File: src/rtl/multicycle_control_if.sv
// -----------------------------------------------------------------------------
// multicycle_control_if
//   Bundle of the control-path signals exchanged between the multi-cycle main
//   controller and the datapath / memory port.
//
//   Parameter:
//     RETIRE_W    width of the retired-instruction counter
//   Inputs to the controller (driven by the datapath side):
//     opcode      IR[31:26]
//     zero        ALU zero flag
//     mem_ready   memory finishes the current access this cycle
//   Outputs of the controller:
//     mem_read, mem_write, i_or_d, ir_write, pc_en, pc_source, alu_src_a,
//     alu_src_b, alu_op, reg_dst, mem_to_reg, reg_write, instr_done,
//     illegal_op, state (debug), retired
//   Modports:
//     master      controller view
//     slave       datapath view
// -----------------------------------------------------------------------------
interface multicycle_control_if #(
  parameter int RETIRE_W = 16
);
  logic [5:0]          opcode;
  logic                zero;
  logic                mem_ready;
  logic                mem_read;
  logic                mem_write;
  logic                i_or_d;
  logic                ir_write;
  logic                pc_en;
  logic [1:0]          pc_source;
  logic                alu_src_a;
  logic [1:0]          alu_src_b;
  logic [1:0]          alu_op;
  logic                reg_dst;
  logic                mem_to_reg;
  logic                reg_write;
  logic                instr_done;
  logic                illegal_op;
  logic [3:0]          state;
  logic [RETIRE_W-1:0] retired;

  modport master (
    input  opcode, zero, mem_ready,
    output mem_read, mem_write, i_or_d, ir_write, pc_en, pc_source,
           alu_src_a, alu_src_b, alu_op, reg_dst, mem_to_reg, reg_write,
           instr_done, illegal_op, state, retired
  );

  modport slave (
    output opcode, zero, mem_ready,
    input  mem_read, mem_write, i_or_d, ir_write, pc_en, pc_source,
           alu_src_a, alu_src_b, alu_op, reg_dst, mem_to_reg, reg_write,
           instr_done, illegal_op, state, retired
  );
endinterface

File: src/rtl/multicycle_control.sv
// -----------------------------------------------------------------------------
// multicycle_control
//   Main control FSM of the multi-cycle MIPS-subset datapath. Sequences each
//   instruction through FETCH / DECODE / execute / memory / write-back over a
//   single shared memory port stalled by mem_ready, and counts retired
//   instructions.
//
//   Ports:
//     clk   rising-edge clock
//     rst   asynchronous active-high reset
//     bus   multicycle_control_if.master (opcode/zero/mem_ready in, all
//           control strobes, selects, debug state and retired count out)
//
//   Configuration macro:
//     MC_CTRL_JUMP_EN  when defined, opcode 0x02 executes through the JUMP
//                      state; otherwise 0x02 is treated as illegal.
// -----------------------------------------------------------------------------
module multicycle_control #(
  parameter int RETIRE_W = 16
) (
  input  logic                clk,
  input  logic                rst,
  multicycle_control_if.master bus
);

  typedef enum logic [3:0] {
    S_FETCH    = 4'd0,
    S_DECODE   = 4'd1,
    S_MEM_ADDR = 4'd2,
    S_MEM_RD   = 4'd3,
    S_MEM_WB   = 4'd4,
    S_MEM_WR   = 4'd5,
    S_EXEC     = 4'd6,
    S_R_WB     = 4'd7,
`ifdef MC_CTRL_JUMP_EN
    S_BRANCH   = 4'd8,
    S_JUMP     = 4'd9
`else
    S_BRANCH   = 4'd8
`endif
  } state_e;

  localparam logic [5:0] OP_RTYPE = 6'h00;
  localparam logic [5:0] OP_LW    = 6'h23;
  localparam logic [5:0] OP_SW    = 6'h2B;
  localparam logic [5:0] OP_BEQ   = 6'h04;
`ifdef MC_CTRL_JUMP_EN
  localparam logic [5:0] OP_J     = 6'h02;
`endif

  state_e              state_q;
  state_e              state_d;
  logic [RETIRE_W-1:0] retired_q;
  logic [RETIRE_W-1:0] retired_d;

  logic       mem_read_s;
  logic       mem_write_s;
  logic       i_or_d_s;
  logic       ir_write_s;
  logic       pc_write_s;
  logic       pc_write_cond_s;
  logic [1:0] pc_source_s;
  logic       alu_src_a_s;
  logic [1:0] alu_src_b_s;
  logic [1:0] alu_op_s;
  logic       reg_dst_s;
  logic       mem_to_reg_s;
  logic       reg_write_s;
  logic       instr_done_s;
  logic       illegal_op_s;

  // State register.
  always_ff @(posedge clk or posedge rst) begin
    if (rst) begin
      state_q <= S_FETCH;
    end else begin
      state_q <= state_d;
    end
  end

  // Next-state and Moore/Mealy control decode.
  always_comb begin
    state_d         = state_q;
    mem_read_s      = 1'b0;
    mem_write_s     = 1'b0;
    i_or_d_s        = 1'b0;
    ir_write_s      = 1'b0;
    pc_write_s      = 1'b0;
    pc_write_cond_s = 1'b0;
    pc_source_s     = 2'b00;
    alu_src_a_s     = 1'b0;
    alu_src_b_s     = 2'b00;
    alu_op_s        = 2'b00;
    reg_dst_s       = 1'b0;
    mem_to_reg_s    = 1'b0;
    reg_write_s     = 1'b0;
    instr_done_s    = 1'b0;
    illegal_op_s    = 1'b0;

    case (state_q)
      S_FETCH: begin
        mem_read_s  = 1'b1;
        alu_src_b_s = 2'b01;
        // IR load and PC+4 commit only on the cycle the fetch completes.
        if (bus.mem_ready) begin
          ir_write_s = 1'b1;
          pc_write_s = 1'b1;
          state_d    = S_DECODE;
        end else begin
          state_d    = S_FETCH;
        end
      end
      S_DECODE: begin
        // ALUOut <= PC + (imm << 2): branch target computed ahead of time.
        alu_src_b_s = 2'b11;
        case (bus.opcode)
          OP_RTYPE:     state_d = S_EXEC;
          OP_LW, OP_SW: state_d = S_MEM_ADDR;
          OP_BEQ:       state_d = S_BRANCH;
`ifdef MC_CTRL_JUMP_EN
          OP_J:         state_d = S_JUMP;
`endif
          default: begin
            illegal_op_s = 1'b1;
            state_d      = S_FETCH;
          end
        endcase
      end
      S_MEM_ADDR: begin
        alu_src_a_s = 1'b1;
        alu_src_b_s = 2'b10;
        if (bus.opcode == OP_LW) begin
          state_d = S_MEM_RD;
        end else begin
          state_d = S_MEM_WR;
        end
      end
      S_MEM_RD: begin
        mem_read_s = 1'b1;
        i_or_d_s   = 1'b1;
        if (bus.mem_ready) begin
          state_d = S_MEM_WB;
        end else begin
          state_d = S_MEM_RD;
        end
      end
      S_MEM_WB: begin
        reg_write_s  = 1'b1;
        mem_to_reg_s = 1'b1;
        instr_done_s = 1'b1;
        state_d      = S_FETCH;
      end
      S_MEM_WR: begin
        mem_write_s = 1'b1;
        i_or_d_s    = 1'b1;
        // A store retires on the cycle memory accepts it.
        if (bus.mem_ready) begin
          instr_done_s = 1'b1;
          state_d      = S_FETCH;
        end else begin
          state_d      = S_MEM_WR;
        end
      end
      S_EXEC: begin
        alu_src_a_s = 1'b1;
        alu_op_s    = 2'b10;
        state_d     = S_R_WB;
      end
      S_R_WB: begin
        reg_write_s  = 1'b1;
        reg_dst_s    = 1'b1;
        instr_done_s = 1'b1;
        state_d      = S_FETCH;
      end
      S_BRANCH: begin
        alu_src_a_s     = 1'b1;
        alu_op_s        = 2'b01;
        pc_write_cond_s = 1'b1;
        pc_source_s     = 2'b01;
        instr_done_s    = 1'b1;
        state_d         = S_FETCH;
      end
`ifdef MC_CTRL_JUMP_EN
      S_JUMP: begin
        pc_write_s   = 1'b1;
        pc_source_s  = 2'b10;
        instr_done_s = 1'b1;
        state_d      = S_FETCH;
      end
`endif
      default: begin
        // Unused codes recover to FETCH with every output inactive.
        state_d = S_FETCH;
      end
    endcase
  end

  // Retired-instruction counter next value; wraps naturally.
  always_comb begin
    if (instr_done_s) begin
      retired_d = retired_q + {{(RETIRE_W-1){1'b0}}, 1'b1};
    end else begin
      retired_d = retired_q;
    end
  end

  // Retired-instruction counter register.
  always_ff @(posedge clk or posedge rst) begin
    if (rst) begin
      retired_q <= '0;
    end else begin
      retired_q <= retired_d;
    end
  end

  // Outputs are gated by rst so that FETCH's mem_read does not show while
  // reset is held, and an aborted instruction emits no strobe.
  assign bus.mem_read   = mem_read_s   & ~rst;
  assign bus.mem_write  = mem_write_s  & ~rst;
  assign bus.i_or_d     = i_or_d_s     & ~rst;
  assign bus.ir_write   = ir_write_s   & ~rst;
  assign bus.pc_en      = (pc_write_s | (pc_write_cond_s & bus.zero)) & ~rst;
  assign bus.pc_source  = rst ? 2'b00 : pc_source_s;
  assign bus.alu_src_a  = alu_src_a_s  & ~rst;
  assign bus.alu_src_b  = rst ? 2'b00 : alu_src_b_s;
  assign bus.alu_op     = rst ? 2'b00 : alu_op_s;
  assign bus.reg_dst    = reg_dst_s    & ~rst;
  assign bus.mem_to_reg = mem_to_reg_s & ~rst;
  assign bus.reg_write  = reg_write_s  & ~rst;
  assign bus.instr_done = instr_done_s & ~rst;
  assign bus.illegal_op = illegal_op_s & ~rst;
  assign bus.state      = state_q;
  assign bus.retired    = retired_q;

endmodule

File: src/flat_wrapper.sv
// flat-port wrapper written by rule: the top's interface ports become plain ports
module multicycle_control_flat 
#(
  parameter int RETIRE_W = 16
)
  (clk, rst, bus_opcode, bus_zero, bus_mem_ready, bus_mem_read, bus_mem_write, bus_i_or_d, bus_ir_write, bus_pc_en, bus_pc_source, bus_alu_src_a, bus_alu_src_b, bus_alu_op, bus_reg_dst, bus_mem_to_reg, bus_reg_write, bus_instr_done, bus_illegal_op, bus_state, bus_retired);
  multicycle_control_if #(.RETIRE_W(RETIRE_W)) bus_i ();
  input  logic clk;
  input  logic rst;
  input wire logic [$bits(bus_i.opcode)-1:0] bus_opcode;
  input wire logic [$bits(bus_i.zero)-1:0] bus_zero;
  input wire logic [$bits(bus_i.mem_ready)-1:0] bus_mem_ready;
  output wire logic [$bits(bus_i.mem_read)-1:0] bus_mem_read;
  output wire logic [$bits(bus_i.mem_write)-1:0] bus_mem_write;
  output wire logic [$bits(bus_i.i_or_d)-1:0] bus_i_or_d;
  output wire logic [$bits(bus_i.ir_write)-1:0] bus_ir_write;
  output wire logic [$bits(bus_i.pc_en)-1:0] bus_pc_en;
  output wire logic [$bits(bus_i.pc_source)-1:0] bus_pc_source;
  output wire logic [$bits(bus_i.alu_src_a)-1:0] bus_alu_src_a;
  output wire logic [$bits(bus_i.alu_src_b)-1:0] bus_alu_src_b;
  output wire logic [$bits(bus_i.alu_op)-1:0] bus_alu_op;
  output wire logic [$bits(bus_i.reg_dst)-1:0] bus_reg_dst;
  output wire logic [$bits(bus_i.mem_to_reg)-1:0] bus_mem_to_reg;
  output wire logic [$bits(bus_i.reg_write)-1:0] bus_reg_write;
  output wire logic [$bits(bus_i.instr_done)-1:0] bus_instr_done;
  output wire logic [$bits(bus_i.illegal_op)-1:0] bus_illegal_op;
  output wire logic [$bits(bus_i.state)-1:0] bus_state;
  output wire logic [$bits(bus_i.retired)-1:0] bus_retired;
  assign bus_i.opcode = bus_opcode;
  assign bus_i.zero = bus_zero;
  assign bus_i.mem_ready = bus_mem_ready;
  assign bus_mem_read = bus_i.mem_read;
  assign bus_mem_write = bus_i.mem_write;
  assign bus_i_or_d = bus_i.i_or_d;
  assign bus_ir_write = bus_i.ir_write;
  assign bus_pc_en = bus_i.pc_en;
  assign bus_pc_source = bus_i.pc_source;
  assign bus_alu_src_a = bus_i.alu_src_a;
  assign bus_alu_src_b = bus_i.alu_src_b;
  assign bus_alu_op = bus_i.alu_op;
  assign bus_reg_dst = bus_i.reg_dst;
  assign bus_mem_to_reg = bus_i.mem_to_reg;
  assign bus_reg_write = bus_i.reg_write;
  assign bus_instr_done = bus_i.instr_done;
  assign bus_illegal_op = bus_i.illegal_op;
  assign bus_state = bus_i.state;
  assign bus_retired = bus_i.retired;
  multicycle_control #(.RETIRE_W(RETIRE_W)) u_core (.clk(clk), .rst(rst), .bus(bus_i));
endmodule
File: config.mk
export PLATFORM = sky130hd
export DESIGN_NAME = multicycle_control_flat
export DESIGN_NICKNAME = d
export VERILOG_FILES = /design/src/rtl/multicycle_control_if.sv /design/src/rtl/multicycle_control.sv /design/src/flat_wrapper.sv
export SDC_FILE = /design/constraint.sdc
export NUM_CORES = 1
export LEC_CHECK = 0
export BUFFER_PORTS_ARGS = -buffer_cell sky130_fd_sc_hd__buf_2
export CORE_ASPECT_RATIO = 1.25
export CORE_UTILIZATION = 48
export CTS_CLUSTER_DIAMETER = 80
export CTS_CLUSTER_SIZE = 20
export DETAILED_ROUTE_END_ITERATION = 12
export GPL_TIMING_DRIVEN = 0
export PLACE_DENSITY = 0.84
export SLEW_MARGIN = 10
export SYNTH_ARGS = -nofsm -noshare
export SYNTH_HDL_FRONTEND = slang
export SYNTH_SLANG_ARGS = --single-unit
File: constraint.sdc
create_clock -name clk -period 2.2 [get_ports clk]
set_clock_uncertainty 0.15 [all_clocks]
set_input_delay 0.33 -clock clk [delete_from_list [all_inputs] [get_ports clk]]
set_output_delay 0.33 -clock clk [all_outputs]
set_load 0.005 [all_outputs]
==> results.sh <==
export IMPL_ios=47
export IMPL_grt_max_degree=22
export IMPL_syn_area_mm2=0.00121
export IMPL_path_max_fanout=6
export IMPL_dp_cells=212
export IMPL_drv_cap=0
export IMPL_die_w_um=47
export IMPL_gp_congestion=0.896
export IMPL_portBuffers=45
export IMPL_relSlewSlack_pct=44.5
export IMPL_syn2layout_area_growth_pct=34.0
export IMPL_synth_ff_type="dfrtp_1"
export IMPL_pre_cts_slack_ps=-187
export IMPL_antenna_found_initial=0
export IMPL_p_int_mw=0.549
export IMPL_p_seq_share_pct=55.5
export IMPL_fill_cells=210
export IMPL_cp_start_kind="flop"
export IMPL_dp_hpwl_mm=2.16
export IMPL_synth_top_area_cell="dfrtp_1"
export IMPL_pwr_share_comb_pct=23.3
export IMPL_syn_nets=145
export IMPL_cp_cell_sequence="buf_6 -> nand2b_4 -> a2111o_1 -> buf_6 -> nor2_4 -> buf_2"
export IMPL_hold_class="in2reg"
export IMPL_vias=1249
export IMPL_cp_arrival_ps=1750
export IMPL_grt_pass1_wl_mm=4.57
export IMPL_path_class="reg2out"
export IMPL_leakage_nw=0.725
export IMPL_rsz0062_at_grt="true"
export IMPL_avgSynthCellArea_um2=9.07
export IMPL_worst_pin_slew_ps=830
export IMPL_drcViolationCount=0
export IMPL_cts_num_sinks=20
export IMPL_cp_top_family="buffers and inverters"
export IMPL_crit_buf_inv=3
export IMPL_antennaDiodeCount=0
export IMPL_p_sw_share_pct=30.2
export IMPL_start_util_pct=50.1
export IMPL_post_synth_top_count_cell="dfrtp_1"
export IMPL_synth_warnings=0
export IMPL_utilization_pct=67.1
export IMPL_coreArea_mm2=0.00243
export IMPL_cts_root_buf="clkbuf_4"
export IMPL_outcome="finished, violations left"
export IMPL_synth_common_cells="dfrtp_1, nand2_1, nor2_1"
export IMPL_grt_pass1_vias=1093
export IMPL_synth_edf_count=0
export IMPL_drive_gt1_share_pct=39.0
export IMPL_violations="setup timing"
export IMPL_yosysSeqAreaShare_pct=41.2
export IMPL_synthTopCellsByArea="dfrtp_1, xor2_1, nor4_1"
export IMPL_die_y_um=58.3
export IMPL_timing_fmax_ghz=0.449
export IMPL_htree_levels=1
export IMPL_setup_viol=1
export IMPL_synth_top_cell_area_share_pct=41.2
export IMPL_powerDensity_mw_per_mm2=484
export IMPL_via_per_inst=5.48
export IMPL_crit_path_frequent_cell="buf_6"
export IMPL_net_switching_power_mw=0.238
export IMPL_fin_crit_sh_pct=101
export IMPL_fin_setup_tns_ps=-27.4
export IMPL_crit_required_ps=1720
export IMPL_synth_async_reset_ratio_pct=100
export IMPL_dieArea_mm2=0.00274
export IMPL_dpl_cell_area_mm2=0.00148
export IMPL_cts_tree="built"
export IMPL_clk_pin_slew_ps=100
export IMPL_final_max_slew_viol_count=0
export IMPL_p_clk_share_pct=21.2
export IMPL_ir_drop_uv=517
export IMPL_ant_nets=0
export IMPL_grtUsageTotal_pct=22.9
export IMPL_nNetsFinal=208
export IMPL_cts_buffers=3
export IMPL_wl_per_cell_um=13.3
export IMPL_synth_seq_cells=20
export IMPL_fp_row_count=20
export IMPL_post_route_worst_setup_slack_ps=-27.4
export IMPL_fin_cells=228
export IMPL_drt_pass1_iterations=4
export IMPL_endpoint_kind="output pin"
export IMPL_grt_overflow_total=0
export IMPL_drtIter0Drc=16
export IMPL_cpPeakStageDelay_ps=420
export IMPL_final_hold_viol_count=0
export IMPL_ys_types=35
export IMPL_clk_path_buf_depth=2
export IMPL_synth_cells=134
export IMPL_period_minus_slack_ps=2230
export IMPL_drt_wl_total_mm=3.04
export IMPL_worst_path_max_delay_cell="a2111o_1"
export IMPL_clk_latency_ps=290
export IMPL_fin_area_mm2=0.00163
cell type report:
cell class                      count  area (µm²)  share of cell area, %
Timing Repair inverter              1        5.00                  0.307
Timing Repair Buffer               57         315                   19.4
Tap cell                           33        41.3                   2.54
Multi-Input combinational cell    104         671                   41.2
Sequential cell                    20         503                   30.9
Inverter                            2        11.3                  0.692
Buffer                              8        58.8                   3.61
Clock buffer                        3        22.5                   1.38
power groups by stage:
stage,registers (mW),clock network (mW),logic [mW]
final,0.437,0.167,0.183
after detailed placement,0.443,0,0.165
after CTS,0.436,0.173,0.167
after global routing,0.442,0.186,0.202
after global placement,0.440,0,0.155
after floorplan,0.440,0,0.0918
sequential cells by signal, indices dropped and copies added (netlist names):
signal and flops:
u_core.bus.state 4, u_core.bus.retired 16
cells in the final DEF (no fill, tap or decap), types with 2 or more instances in the layout:
cell | Yosys | routed
buf_2 | 0 | 47
dfrtp_2 | 0 | 2
buf_6 | 2 | 2
nor2_1 | 12 | 10
a21oi_1 | 2 | 2
nor4b_1 | 4 | 4
xor2_1 | 11 | 11
nor4_1 | 10 | 10
buf_4 | 2 | 14
nand2b_1 | 5 | 5
xnor2_1 | 6 | 6
o21ai_0 | 3 | 3
nor3_1 | 10 | 9
clkbuf_4 | 0 | 4
nand3_1 | 5 | 5
nor3b_1 | 2 | 2
nor2b_1 | 2 | 2
nand2_1 | 12 | 12
nand4_1 | 4 | 4
dfrtp_1 | 20 | 18
path summary, 6_finish.rpt:
kind                                        startpoint                      to  slack (ps)  cells after the start
worst max-delay path               u_core.bus.state[3]          bus_instr_done         -30                      6
worst min-delay path                     bus_opcode[4]     u_core.bus.state[3]          70                      2
worst max register to register     u_core.bus.state[3]  u_core.bus.retired[11]           0                      7
worst min register to register  u_core.bus.retired[15]  u_core.bus.retired[15]         330                      1
max in group asynchronous                          rst   u_core.bus.retired[3]        1350                      3
min in group asynchronous                          rst  u_core.bus.retired[13]         290                      3
what timing repair did:
action / CTS / global route
resized for setup: 4 / 12
hold buffers: 0 / 0
pin swaps: 1 / 1
buffers inserted: 0 / 12
endpoints found under the setup margin: 7 / 11
gates cloned: 0 / 1
layer usage:
layer / vias up / global-route usage, % / part of all wire [%] / wire length, µm
met3: 8 / 3.12 / 5.2 / 157
met1: 581 / 26.3 / 41 / 1250
met2: 54 / 41.7 / 51 / 1560
li1: 606 / - / - / -
met4: 0 / 7.35 / 2.3 / 70
met5: - / 0 / 0 / 0
through the flow:
step / hold slack [ps] / power, mW
after floorplan: 250 / 0.531
after global placement: 303 / 0.595
after detailed placement: 324 / 0.609
after CTS: 67.2 / 0.776
after global routing: 69.7 / 0.830
final: 74.5 / 0.787
cell families (layout without fill, tap and decap cells):
kind of cell / Yosys count / in the layout / share of synthesized area, %
mux: 1 / 1 / 0.824
fa+ha+maj: 1 / 1 / 1.03
xor+xnor: 17 / 17 / 12.3
compound gates: 11 / 11 / 6.49
buf+inv: 10 / 71 / 4.94
flops: 20 / 20 / 41.2
other cells: 1 / 1 / 0.309
simple gates: 73 / 73 / 33.0
worst register-to-register path: stages, from the launching register on:
cell and delay, ps:
dfrtp_1 400, buf_6 140, nand2b_4 140, a2111o_1 420
buf_6 160, buf_4 140, nor4_1 380, xor2_1 190
Power figures use the tool's default switching activity.
